===== src/rtl/t04_pc_ras_unit_if.sv =====
// Bundle between the decoder/branch-compare side and the PC/RAS unit.
// The core side drives the jump controls; the unit returns fetch address, link value and check flags.
interface t04_pc_ras_unit_if #(
    parameter int XLEN      = 32,
    parameter int RAS_DEPTH = 4
);
    // enable is the only flow control: 1 accepts this cycle's controls, 0 stalls the unit.
    logic                         enable;
    logic [XLEN-1:0]              immJumpValue;
    logic [XLEN-1:0]              regJumpValue;
    logic                         doForceJump;
    logic                         doCondJump;
    logic                         condJumpValue;
    logic                         doRegJump;
    logic                         auiLink;
    logic                         isCall;
    logic                         isReturn;
    logic                         trapValid;
    logic [XLEN-1:0]              trapVector;
    logic [XLEN-1:0]              instructionAddress;
    logic [XLEN-1:0]              linkAddress;
    logic                         misaligned;
    logic [XLEN-1:0]              badAddress;
    logic                         rasMispredict;
    logic [$clog2(RAS_DEPTH):0]   rasCount;

    modport master (
        output enable, immJumpValue, regJumpValue, doForceJump, doCondJump, condJumpValue,
               doRegJump, auiLink, isCall, isReturn, trapValid, trapVector,
        input  instructionAddress, linkAddress, misaligned, badAddress, rasMispredict, rasCount
    );

    modport slave (
        input  enable, immJumpValue, regJumpValue, doForceJump, doCondJump, condJumpValue,
               doRegJump, auiLink, isCall, isReturn, trapValid, trapVector,
        output instructionAddress, linkAddress, misaligned, badAddress, rasMispredict, rasCount
    );
endinterface


===== src/rtl/t04_pc_ras_unit.sv =====
// Program counter with trap redirect, JALR bit-0 clearing, misaligned-target rejection
// and a circular return-address stack that checks (but never steers) return targets.
module t04_pc_ras_unit #(
    parameter int              XLEN         = 32,
    parameter logic [XLEN-1:0] RESET_VECTOR = '0,
    parameter int              RAS_DEPTH    = 4
) (
    input  logic              clk,
    input  logic              rst,
    t04_pc_ras_unit_if.slave  bus
);
    localparam int            PW   = $clog2(RAS_DEPTH);
    localparam int            CW   = PW + 1;
    localparam logic [CW-1:0] FULL = CW'(RAS_DEPTH);

    logic [XLEN-1:0] pc_q, pc_d;
    logic [XLEN-1:0] bad_q, bad_d;
    logic            mis_q, mis_d;
    logic            rmp_q, rmp_d;
    logic [PW-1:0]   top_q, top_d;
    logic [CW-1:0]   cnt_q, cnt_d;
    logic [XLEN-1:0] ras_q [RAS_DEPTH];
    logic            ras_we;
    logic [PW-1:0]   ras_waddr;

    logic [XLEN-1:0] pc_plus4, pc_plus_imm, reg_target, target;
    logic            taken, aligned, accept, push, pop;

    assign pc_plus4    = pc_q + XLEN'(4);
    assign pc_plus_imm = pc_q + bus.immJumpValue;
    assign reg_target  = (bus.regJumpValue + bus.immJumpValue) & ~XLEN'(1);
    assign taken       = bus.doForceJump | (bus.doCondJump & bus.condJumpValue);

    always_comb begin
        target = pc_plus4;
        if (taken && bus.doRegJump && !bus.doCondJump) begin
            target = reg_target;
        end else if (taken) begin
            target = pc_plus_imm;
        end
    end

    assign aligned = (target[1:0] == 2'b00);
    assign accept  = bus.enable & ~bus.trapValid & aligned;
    assign push    = accept & taken & bus.isCall;
    assign pop     = accept & taken & bus.isReturn;

    always_comb begin
        pc_d      = pc_q;
        bad_d     = bad_q;
        mis_d     = 1'b0;
        rmp_d     = 1'b0;
        top_d     = top_q;
        cnt_d     = cnt_q;
        ras_we    = 1'b0;
        ras_waddr = top_q;
        if (bus.enable) begin
            if (bus.trapValid) begin
                pc_d = bus.trapVector;
            end else if (!aligned) begin
                mis_d = 1'b1;
                bad_d = target;
            end else begin
                pc_d = target;
                if (pop) begin
                    rmp_d = (cnt_q == '0) || (ras_q[top_q] != target);
                end
                // Call+return swaps the top entry in place; an empty stack gains its first entry.
                if (push && pop) begin
                    ras_we = 1'b1;
                    if (cnt_q == '0) begin
                        cnt_d = CW'(1);
                    end
                end else if (push) begin
                    top_d     = top_q + PW'(1);
                    ras_waddr = top_q + PW'(1);
                    ras_we    = 1'b1;
                    cnt_d     = (cnt_q == FULL) ? cnt_q : cnt_q + CW'(1);
                end else if (pop && cnt_q != '0) begin
                    top_d = top_q - PW'(1);
                    cnt_d = cnt_q - CW'(1);
                end
            end
        end
    end

    always_ff @(posedge clk) begin
        if (rst) begin
            pc_q  <= RESET_VECTOR;
            bad_q <= '0;
            mis_q <= 1'b0;
            rmp_q <= 1'b0;
            top_q <= '0;
            cnt_q <= '0;
        end else begin
            pc_q  <= pc_d;
            bad_q <= bad_d;
            mis_q <= mis_d;
            rmp_q <= rmp_d;
            top_q <= top_d;
            cnt_q <= cnt_d;
        end
    end

    // Stack contents are left unreset; only pointer and count define validity.
    always_ff @(posedge clk) begin
        if (!rst && ras_we) begin
            ras_q[ras_waddr] <= pc_plus4;
        end
    end

    assign bus.linkAddress        = bus.doForceJump ? pc_plus4 :
                                    (bus.auiLink ? pc_plus_imm : '0);
    assign bus.instructionAddress = pc_q;
    assign bus.misaligned         = mis_q;
    assign bus.badAddress         = bad_q;
    assign bus.rasMispredict      = rmp_q;
    assign bus.rasCount           = cnt_q;
endmodule

===== src/flat_wrapper.sv =====
// flat-port wrapper written by rule: the top's interface ports become plain ports
module t04_pc_ras_unit_flat 
#(
    parameter int              XLEN         = 32,
    parameter logic [XLEN-1:0] RESET_VECTOR = '0,
    parameter int              RAS_DEPTH    = 4
)
  (clk, rst, bus_enable, bus_immJumpValue, bus_regJumpValue, bus_doForceJump, bus_doCondJump, bus_condJumpValue, bus_doRegJump, bus_auiLink, bus_isCall, bus_isReturn, bus_trapValid, bus_trapVector, bus_instructionAddress, bus_linkAddress, bus_misaligned, bus_badAddress, bus_rasMispredict, bus_rasCount);
  t04_pc_ras_unit_if #(.XLEN(XLEN), .RAS_DEPTH(RAS_DEPTH)) bus_i ();
  input  logic clk;
  input  logic rst;
  input wire logic [$bits(bus_i.enable)-1:0] bus_enable;
  input wire logic [$bits(bus_i.immJumpValue)-1:0] bus_immJumpValue;
  input wire logic [$bits(bus_i.regJumpValue)-1:0] bus_regJumpValue;
  input wire logic [$bits(bus_i.doForceJump)-1:0] bus_doForceJump;
  input wire logic [$bits(bus_i.doCondJump)-1:0] bus_doCondJump;
  input wire logic [$bits(bus_i.condJumpValue)-1:0] bus_condJumpValue;
  input wire logic [$bits(bus_i.doRegJump)-1:0] bus_doRegJump;
  input wire logic [$bits(bus_i.auiLink)-1:0] bus_auiLink;
  input wire logic [$bits(bus_i.isCall)-1:0] bus_isCall;
  input wire logic [$bits(bus_i.isReturn)-1:0] bus_isReturn;
  input wire logic [$bits(bus_i.trapValid)-1:0] bus_trapValid;
  input wire logic [$bits(bus_i.trapVector)-1:0] bus_trapVector;
  output wire logic [$bits(bus_i.instructionAddress)-1:0] bus_instructionAddress;
  output wire logic [$bits(bus_i.linkAddress)-1:0] bus_linkAddress;
  output wire logic [$bits(bus_i.misaligned)-1:0] bus_misaligned;
  output wire logic [$bits(bus_i.badAddress)-1:0] bus_badAddress;
  output wire logic [$bits(bus_i.rasMispredict)-1:0] bus_rasMispredict;
  output wire logic [$bits(bus_i.rasCount)-1:0] bus_rasCount;
  assign bus_i.enable = bus_enable;
  assign bus_i.immJumpValue = bus_immJumpValue;
  assign bus_i.regJumpValue = bus_regJumpValue;
  assign bus_i.doForceJump = bus_doForceJump;
  assign bus_i.doCondJump = bus_doCondJump;
  assign bus_i.condJumpValue = bus_condJumpValue;
  assign bus_i.doRegJump = bus_doRegJump;
  assign bus_i.auiLink = bus_auiLink;
  assign bus_i.isCall = bus_isCall;
  assign bus_i.isReturn = bus_isReturn;
  assign bus_i.trapValid = bus_trapValid;
  assign bus_i.trapVector = bus_trapVector;
  assign bus_instructionAddress = bus_i.instructionAddress;
  assign bus_linkAddress = bus_i.linkAddress;
  assign bus_misaligned = bus_i.misaligned;
  assign bus_badAddress = bus_i.badAddress;
  assign bus_rasMispredict = bus_i.rasMispredict;
  assign bus_rasCount = bus_i.rasCount;
  t04_pc_ras_unit #(.XLEN(XLEN), .RESET_VECTOR(RESET_VECTOR), .RAS_DEPTH(RAS_DEPTH)) u_core (.clk(clk), .rst(rst), .bus(bus_i));
endmodule

===== config.mk =====
export PLATFORM = sky130hd
export DESIGN_NAME = t04_pc_ras_unit_flat
export DESIGN_NICKNAME = d
export VERILOG_FILES = /design/src/rtl/t04_pc_ras_unit_if.sv /design/src/rtl/t04_pc_ras_unit.sv /design/src/flat_wrapper.sv
export SDC_FILE = /design/constraint.sdc
export NUM_CORES = 1
export LEC_CHECK = 0
export ABC_AREA = 0
export BUFFER_PORTS_ARGS = -buffer_cell sky130_fd_sc_hd__buf_4
export CORE_MARGIN = 10
export CORE_UTILIZATION = 30
export CTS_BUF_LIST = sky130_fd_sc_hd__clkbuf_2
export CTS_CLUSTER_SIZE = 25
export DETAILED_ROUTE_END_ITERATION = 10
export SLEW_MARGIN = 5
export SYNTH_ARGS = -nofsm -noshare
export SYNTH_HDL_FRONTEND = slang
export SYNTH_SLANG_ARGS = --single-unit

===== constraint.sdc =====
create_clock -name clk -period 10.5 [get_ports clk]
set_input_delay 0.525 -clock clk [delete_from_list [all_inputs] [get_ports clk]]
set_output_delay 0.525 -clock clk [all_outputs]
set_load 0.02 [all_outputs]

==> results.toml, run 1 <==
[sta]
min_period_ns = 5.18
skew_ns = 0.0844
slew_headroom = 0.229
fin_hold_ws_ns = 0.0487
fmax_mhz = 193
setup_violations = 0
slew_viol_final = 0
rsz0062_at_grt = "no"
hold_violations = 0
min_period_over_period = 0.493
timing.setup.tns_ns = 0
worst_pin_slew_ns = 1.15

[critical_path]
cp-endpoint = "bus_linkAddress[30]"
cp.arrival_ns = 4.65
rrSetupSlack_ns = 5.75
crit_type = "flop to output pin"
path_max_fanout = 9
cp-start-kind = "flop"
r2r-start = "u_core.bus.instructionAddress[0]"
cp_data_required_time_ns = 9.98
reg2reg_to = "u_core.ras_q[1][27]"
crit_path_end_kind = "output pin"
startpoint = "u_core.bus.instructionAddress[0]"
r2r.worst_path.cells = 13

[global_routing]
grt_pass1_vias = 12500
antenna_found_initial = 1
grt_max_degree = 76
gr-total-overflow = 0
grt_usage = 0.192
grt_pass1_wl_mm = 79.6

[detailed_routing]
wl_per_cell_um = 23.7
vias = 12800
drtIter0Drc = 1295
dr.pass1.iters = 5
vias_per_cell = 5.58
wirelength_mm = 54.4
drc = 0
ant_nets = 0

[clocking]
clk_latency_ns = 0.87
cts_tree = "yes"
cts_post_setup_buffers_inserted = 0
cts_max_path_buffers = 3
tritoncts_num_sinks = 201
clk_pin_slew_ns = 0.12
ctsRootBufferMaster = "clkbuf_2"
cts_max_level = 2
numCtsBuffers = 46

[place]
dp_cells = 2198
place.gp.congestion = 0.953
port_buffers = 207
dp_hpwl_mm = 42.4

[synth]
netlist_area_um2 = 13800
yosysMostFrequentCell = "nand2_1"
ys_async_sr_fraction = 0
synth_edf_count = 128
synth_cell_type_count = 100
ys_top_cells_by_count = "nand2_1 (174), edfxtp_1 (128), a21oi_1 (124)"
yosysSeqAreaShare = 0.385
ys_seq_elements = 201
synthesis.nets = 1630
synth_ff_type = "edfxtp_1"
yosys.area.top_type = "edfxtp_1"
syn_inst = 1456
yosys_warnings = 0
syn_avg_cell_area_um2 = 9.45
synthTopCellsByArea = "edfxtp_1 (28%), dfxtp_1 (11%), ha_1 (5.8%), mux4_2 (4.9%), nand2_1 (4.7%)"
synth_top_area_share = 0.279

[power_and_ir_drop]
p_clk_frac = 0.237
ir_drop_mv = 0.0407
switching_share = 0.387
power.density_nw_per_um2 = 135
seqPwrFrac = 0.410
p_sw_uw = 860
p_leak_nw = 6.41
p_comb_frac = 0.353
intPower_mw = 1.36

[floorplan]
fp.dieW_um = 234
dieArea_um2 = 54800
die_height_um = 234
start_util = 0.303
core_area_um2 = 45400
num_rows = 78
io_pins = 208

[run_status]
status = "complete, no violations"

[flow_run]
maxCapViolCount = 0

[worst_hold_path]
hold_class = "input port to flop"
holdCritStartpoint = "bus_trapVector[10]"

[finish]
drive_above_1_share = 0.227
area_delta_synth_final_pct = 19.6
fillCellCount = 4638
nets = 1831
layout.cells.non_filler = 2296
layout by cell type, fill, tap and decap left out, types with 11 or more instances in the layout:
cell           netlist  routed
xnor2_1             59      59
a21o_1              19      19
and3_1              16      15
nand2b_1            12      12
edfxtp_1           128     128
nand4_1             23      23
nor2_1             121     118
o21ai_0             71      71
dlygate4sd3_1        0      11
nor3_1              33      33
clkinv_1             0      12
and2_1              14      13
buf_4                2     224
nand2_1            174     174
clkbuf_2             0      70
nand3_1             29      29
mux4_2              30      30
or2_2               12      12
ha_1                64      64
a31oi_1             11      11
inv_1               27      27
dfxtp_1             73      72
mux2i_1             25      25
a21oi_1            124     123
o211ai_1            14      14
a211oi_1            29      29
a22o_1              22      22
xor2_1              37      37
critical path: stages, from the launching register on:
cell,delay (ns)
dfxtp_1,0.58
ha_1,0.28
fa_1,0.25
a211oi_2,0.13
o21ai_1,0.40
nand4_1,0.37
a21oi_1,0.40
nor3_1,0.15
o31ai_1,0.26
a21oi_1,0.12
xnor2_1,0.40
a22o_1,0.28
buf_4,0.17
worst min-delay path by stage:
| stage | endpoint | cells after the start |
|---|---|---|
| 3_5_place_dp | u_core.bus.badAddress[20] | 2 |
| 6_report | u_core.bus.instructionAddress[10] | 3 |
| 3_3_place_gp | u_core.bus.badAddress[2] | 2 |
| 2_1_floorplan | flop | 2 |
| 5_1_grt | u_core.bus.instructionAddress[0] | 3 |
| 4_1_cts | u_core.bus.instructionAddress[10] | 3 |
metrics by stage:
stage               utilization  setup WS [ns]  cell area, um^2  power (mW)
floorplan                     -           5.86            13800        1.39
global placement          0.350           5.70            15900        1.69
detailed placement        0.350           5.61            15900        1.69
CTS                       0.363           5.34            16500        2.22
global route              0.363           5.10            16500        2.32
finish                    0.363           5.32            16500        2.22
sequential cells by signal, indices dropped and copies added (netlist names), named ones only:
| name | count |
|---|---|
| u_core.bus.rasCount | 3 |
| u_core.ras_q | 128 |
| u_core.bus.badAddress | 32 |
| u_core.bus.misaligned | 1 |
| u_core.bus.instructionAddress | 32 |
| u_core.bus.rasMispredict | 1 |
| u_core.top_q | 2 |
cell type report:
| class | count | area, um^2 | share of cell area |
|---|---|---|---|
| clock buffer | 70 | 350 | 0.0213 |
| timing repair buffer | 235 | 1790 | 0.109 |
| multi-input combinational | 1146 | 8060 | 0.490 |
| clock inverter | 16 | 95.1 | 0.00578 |
| tap | 600 | 751 | 0.0456 |
| sequential | 201 | 5310 | 0.322 |
| antenna | 1 | 2.50 | 0.000152 |
| inverter | 27 | 101 | 0.00616 |
cells by family after synthesis:
family / count (synthesis) / synth area share
compound gates: 420 / 0.204
buf+inv: 109 / 0.0315
xor+xnor: 102 / 0.0691
simple gates: 499 / 0.178
fa+ha+maj: 67 / 0.0626
flops: 201 / 0.385
mux: 58 / 0.0697
routing by layer:
| layer | up-vias | GRT usage | wire length [um] | part of all wire |
|---|---|---|---|---|
| li1 | 5946 | - | - | - |
| met1 | 6151 | 0.252 | 22800 | 0.42 |
| met2 | 602 | 0.305 | 24900 | 0.46 |
| met3 | 102 | 0.0360 | 4660 | 0.086 |
| met4 | 0 | 0.0790 | 2040 | 0.038 |
| met5 | - | 0 | 0 | 0 |
power groups by stage:
| stage | clock [mW] | sequential (mW) | combinational [mW] |
|---|---|---|---|
| 4_1_cts | 0.537 | 0.908 | 0.773 |
| 3_3_place_gp | 0 | 0.925 | 0.762 |
| 6_report | 0.526 | 0.909 | 0.784 |
| 5_1_grt | 0.573 | 0.912 | 0.837 |
| 2_1_floorplan | 0 | 0.933 | 0.452 |
| 3_5_place_dp | 0 | 0.926 | 0.767 |
repair_timing:
action / in CTS / in global routing
endpoints found under the hold margin: 11 / 0
hold buffers: 11 / 0
resized for setup: 0 / 0
Note: power is estimated with default switching activity, not from simulation.
==> inputs of run 2 (changes only) <==
--- a/config.mk
+++ b/config.mk
@@ -5,7 +5,7 @@
 export SDC_FILE = /design/constraint.sdc
 export NUM_CORES = 1
 export LEC_CHECK = 0
-export ABC_AREA = 0
+export ABC_AREA = 1
 export BUFFER_PORTS_ARGS = -buffer_cell sky130_fd_sc_hd__buf_4
 export CORE_MARGIN = 10
 export CORE_UTILIZATION = 30
==> constraint.sdc (replaced) <==
create_clock -name clk -period 4.81 [get_ports clk]
set_input_delay 0.2405 -clock clk [delete_from_list [all_inputs] [get_ports clk]]
set_output_delay 0.2405 -clock clk [all_outputs]
set_load 0.02 [all_outputs]
==> run 2 against run 1 <==
Effect of this change: critical path depth is 3 higher; highest routed layer unchanged; synthesized area up 9.4%; die area increased by 8.6%; sequential power increased by 120%.
==> results.toml, run 2 <==
[clocking]
clk_pin_slew_ns = 0.11
ctsRootBufferMaster = "clkbuf_2"
cts_max_path_buffers = 3
tritoncts_num_sinks = 201
clk_latency_ns = 1.02
numCtsBuffers = 52
cts_max_level = 2
cts_tree = "yes"

[global_routing]
grt_pass1_wl_mm = 102
antenna_found_initial = 2
grt_max_degree = 66
grt_pass1_vias = 15900
gr-total-overflow = 0
grt_usage = 0.228

[synth]
synth_edf_count = 128
yosys.area.top_type = "edfxtp_1"
syn_avg_cell_area_um2 = 6.66
ys_seq_elements = 201
synthTopCellsByArea = "edfxtp_1 (26%), nand2_1 (18%), dfxtp_1 (9.7%), inv_1 (8.0%), nand3_1 (7.6%)"
ys_async_sr_fraction = 0
netlist_area_um2 = 15100
syn_inst = 2260
synth_cell_type_count = 47
yosys_warnings = 0
synth_ff_type = "edfxtp_1"
synth_top_area_share = 0.255
yosysSeqAreaShare = 0.352
ys_top_cells_by_count = "nand2_1 (721), inv_1 (319), nand3_1 (228)"
synthesis.nets = 2434
yosysMostFrequentCell = "nand2_1"

[finish]
area_delta_synth_final_pct = 25.4
nets = 2748
fin_util = 0.379
layout_commonest_cell = "nand2_1"
drive_above_1_share = 0.146
largest_register_ff_count = 128
final_cell_mix = "nand2_1 (721), inv_1 (318), buf_4 (231), nand3_1 (228), a21oi_1 (157)"
fillCellCount = 5466
regMostFlops = "u_core.ras_q"

[floorplan]
fp.dieW_um = 244
dieArea_um2 = 59600
start_util = 0.302
num_rows = 82
core_area_um2 = 49900
io_pins = 208
die_height_um = 244

[critical_path]
path_max_fanout = 32
path_cells = "ha_1 > fa_1 > inv_1 > nand2_1 > nand3_2 > nand2_1 > nor3_2 > nand2_1 > nor2_4 > inv_2 > ha_1 > o21ai_0 > nand2_1 > nor2_2 > buf_4"
cp.buffers_inverters = 3
crit_path_frequent_cell = "nand2_1"
crit_path_end_kind = "flop"
crit_type = "flop to flop"
cp_data_required_time_ns = 5.35
cp-start-kind = "flop"
cpLargestDelayFamily = "adder cells"
cp.arrival_ns = 4.68
cp_slowest_cell = "dfxtp_1"
max_stage_delay_ns = 0.53

[sta]
worst_pin_slew_ns = 1.17
timing.setup.tns_ns = 0
min_period_over_period = 0.860
setup_violations = 0
slew_viol_final = 0
skew_ns = 0.120
hold_violations = 0
fin_hold_ws_ns = 0.0820
fmax_mhz = 242
slew_headroom = 0.218
rsz0062_at_grt = "no"
min_period_ns = 4.14

[detailed_routing]
wirelength_mm = 70.5
drtIter0Drc = 1425
ant_nets = 0
vias = 16700
vias_per_cell = 5.07
dr.pass1.iters = 5
drc = 0
wl_per_cell_um = 21.4

[place]
dp_hpwl_mm = 56.9
place.gp.congestion = 0.975
port_buffers = 207

[power_and_ir_drop]
p_leak_nw = 9.27
power.density_nw_per_um2 = 274
ir_drop_mv = 0.139
total_power_mw = 5.18

[worst_hold_path]
hold_class = "input port to flop"

[flow_run]
maxCapViolCount = 0

[run_status]
status = "complete, no violations"
## run 2: worst paths after layout
path                               startpoint                   endpoint  slack, ns  cells past startpoint
max          u_core.bus.instructionAddress[0]         u_core.ras_q[0][1]       0.67                     15
min                      bus_immJumpValue[28]  u_core.bus.badAddress[28]       0.08                      7
max reg2reg  u_core.bus.instructionAddress[0]         u_core.ras_q[0][1]       0.67                     15
min reg2reg                   u_core.top_q[1]            u_core.top_q[1]       0.52                      2
## run 2: metal layers
metal	share of wire	GRT usage	vias up
met1	0.42	0.283	7796
met5	0	0	-
met4	0.035	0.0787	0
li1	-	-	8114
met2	0.47	0.388	667
met3	0.071	0.0456	111
## run 2: worst min-delay path: cells and delay by family
family | cells | cell delay (ns)
adders and majority gates | 1 | 0.21
AOI/OAI and AO/OA | 1 | 0.07
buffers and inverters | 1 | 0.11
and+or+nand+nor | 4 | 0.38
## run 2: cells by family (layout without fill, tap and decap cells)
| family | count (synthesis) | count (layout) | synth area share |
|---|---|---|---|
| xor+xnor | 12 | 12 | 0.00698 |
| compound gates | 371 | 371 | 0.139 |
| buf+inv | 399 | 756 | 0.102 |
| fa+ha+maj | 67 | 67 | 0.0572 |
| simple gates | 1210 | 1210 | 0.343 |
| flops | 201 | 201 | 0.352 |
| other cells | 0 | 3 | 0 |
## run 2: power breakdown
group          internal (mW)  leakage, nW  switching, mW  total, mW
registers               1.90         1.75         0.0929       1.99
logic                  0.612         7.12           1.22       1.83
clock network          0.611        0.404          0.753       1.36
## run 2: layout make-up
class                           instances  area, um^2  share of cell area
Timing Repair Buffer                  330        2730               0.144
Clock buffer                           82         410              0.0217
Clock inverter                         15         136             0.00722
Antenna cell                            3        7.51            0.000397
Tap cell                              672         841              0.0445
Sequential cell                       201        5310               0.281
Inverter                              329        1230              0.0654
Multi-Input combinational cell       1660        8230               0.436
## run 2: per-stage QoR
step	instances	setup slack [ns]	cell area, um^2
after detailed placement	3093	0.835	17300
after global routing	3292	0.434	18900
after floorplan	2260	0.667	15100
final	3292	0.673	18900
after global placement	3093	0.885	17300
after CTS	3289	0.704	18900
## run 2: repair_timing
| action | CTS | global route |
|---|---|---|
| buffers inserted | 0 | 0 |
| resized for setup | 0 | 0 |
| hold buffers | 99 | 0 |
| endpoints found under the hold margin | 54 | 0 |
==> inputs of run 3 (changes only) <==
--- a/config.mk
+++ b/config.mk
@@ -6,7 +6,7 @@
 export NUM_CORES = 1
 export LEC_CHECK = 0
 export ABC_AREA = 1
-export BUFFER_PORTS_ARGS = -buffer_cell sky130_fd_sc_hd__buf_4
+export BUFFER_PORTS_ARGS = -buffer_cell sky130_fd_sc_hd__buf_2
 export CORE_MARGIN = 10
 export CORE_UTILIZATION = 30
 export CTS_BUF_LIST = sky130_fd_sc_hd__clkbuf_2
==> run 3 against run 2 <==
Effect of this change: clock power is 17% lower; sequential power hardly changed; largest power group unchanged; non-clock buffer count is 18 lower; worst setup slack worse by 0.039 ns; total power is 6.1% lower.
==> results.toml, run 3 (synthesized netlist as in run 2, its figures left out) <==
[run_status]
status = "complete, no violations"

[global_routing]
gr-total-overflow = 0
grt_usage = 0.225
grt_max_degree = 66
grt_pass1_wl_mm = 101
antenna_found_initial = 2
grt_pass1_vias = 16100

[critical_path]
crit_type = "flop to flop"
rrSetupSlack_ns = 0.63
cp-start-kind = "flop"
startpoint = "u_core.bus.instructionAddress[0]"
r2r.worst_path.cells = 15
cp-endpoint = "u_core.bus.rasCount[1]"
reg2reg_to = "u_core.bus.rasCount[1]"
cp_data_required_time_ns = 5.59
cp.arrival_ns = 4.95
r2r-start = "u_core.bus.instructionAddress[0]"
path_max_fanout = 8
crit_path_end_kind = "flop"

[flow_run]
maxCapViolCount = 0

[place]
port_buffers = 207
dp_cells = 3089
pre_cts_ws_ns = 1.04
place.gp.congestion = 0.966
dpl_cell_area_um2 = 16800
dp_hpwl_mm = 56.6

[finish]
regMostFlops = "u_core.ras_q"
fin_util = 0.363
fillCellCount = 5476
final_cell_mix = "nand2_1 (721), inv_1 (319), nand3_1 (228), buf_2 (207), a21oi_1 (157)"
drive_above_1_share = 0.143
design_area_um2 = 18100
area_delta_synth_final_pct = 20.2
largest_register_ff_count = 128
nets = 2728
seqCellArea_um2 = 5310
layout_commonest_cell = "nand2_1"
layout.cells.non_filler = 3268
multi_input_area_um2 = 8230

[sta]
setup_violations = 0
skew_ns = 0.150
hold_violations = 0
fin_hold_ws_ns = 0.106
rsz0062_at_grt = "no"
timing.setup.tns_ns = 0
min_period_ns = 4.18
slew_viol_final = 0
min_period_over_period = 0.868
worst_pin_slew_ns = 1.15
fin_ws_ns = 0.634
fmax_mhz = 239
slew_headroom = 0.233

[clocking]
ctsResizeCount = 0
cts_max_path_buffers = 3
clk_pin_slew_ns = 0.12
clk_latency_ns = 0.89
numCtsBuffers = 50
cts_tree = "yes"
tritoncts_num_sinks = 201
cts_max_level = 2
ctsRootBufferMaster = "clkbuf_2"

[detailed_routing]
dr.max_layer_used = "met4"
drc = 0
wl_met3_mm = 5.73
wl_met1_mm = 29.6
vias_per_cell = 5.11
ant_nets = 0
vias = 16700
drtIter0Drc = 1526
dr.pass1.iters = 6
wirelength_mm = 69.9
wl_met2_mm = 32.1
wl_per_cell_um = 21.4

[floorplan]
num_rows = 82
fp.dieW_um = 244
core_area_um2 = 49900
start_util = 0.302
dieArea_um2 = 59600
die_height_um = 244
io_pins = 208

[power_and_ir_drop]
power.density_nw_per_um2 = 269
intPower_mw = 2.84
p_clk_frac = 0.232
p_sw_mw = 2.03
switching_share = 0.416
total_power_mw = 4.87
ir_drop_mv = 0.121
p_leak_nw = 9.01
p_comb_frac = 0.359
seqPwrFrac = 0.409

[worst_hold_path]
hold_class = "input port to flop"
run 3: what timing repair did:
item | 4_1_cts | 5_1_grt
hold endpoints to repair | 47 | 0
setup buffers | 0 | 0
hold buffers | 85 | 0
run 3: power by group through the flow:
| stage | Sequential (mW) | Clock (mW) | Combinational, mW |
|---|---|---|---|
| floorplan | 2.04 | 0 | 0.970 |
| global placement | 2.03 | 0 | 1.64 |
| detailed placement | 2.03 | 0 | 1.65 |
| CTS | 1.99 | 1.16 | 1.73 |
| global route | 2.00 | 1.25 | 1.91 |
| finish | 1.99 | 1.13 | 1.75 |
run 3: how the worst min path moves through the flow:
| stage | from | slack (ns) | cells past startpoint | end |
|---|---|---|---|---|
| 5_1_grt | bus_trapValid | 0.03 | 3 | u_core.bus.instructionAddress[22] |
| 4_1_cts | bus_immJumpValue[3] | 0.0006 | 6 | u_core.bus.badAddress[3] |
| 6_report | bus_trapValid | 0.11 | 3 | u_core.bus.instructionAddress[22] |
| 2_1_floorplan | bus_enable | 0.39 | 2 | u_core.bus.badAddress[1] |
| 3_3_place_gp | u_core.bus.badAddress[1] | 0.45 | 2 | u_core.bus.badAddress[1] |
| 3_5_place_dp | u_core.bus.badAddress[0] | 0.46 | 2 | u_core.bus.badAddress[0] |
run 3: layout make-up:
type / count / share of cell area
antenna: 1 / 0.000138
clock buffer: 73 / 0.0202
clock inverter: 20 / 0.00456
inverter: 329 / 0.0682
multi-input combinational: 1660 / 0.455
sequential: 201 / 0.293
tap: 672 / 0.0465
timing repair buffer: 312 / 0.113
run 3: layer usage:
metal,GRT usage,up-vias
li1,-,8059
met1,0.284,7829
met2,0.374,695
met3,0.0448,104
met4,0.0802,0
met5,0,-
run 3: critical path: stages, from the launching register on:
cell and delay, ns:
dfxtp_1 0.53, ha_1 0.32, fa_1 0.47, inv_1 0.09
nand2_1 0.06, nand3_2 0.09, nand2_1 0.09, nor3_2 0.17
nand2_1 0.14, nor2_4 0.16, nand2_1 0.09, dlygate4sd3_1 0.57
nand3_1 0.09, dlygate4sd3_1 0.55, a21oi_1 0.05, dlygate4sd3_1 0.59
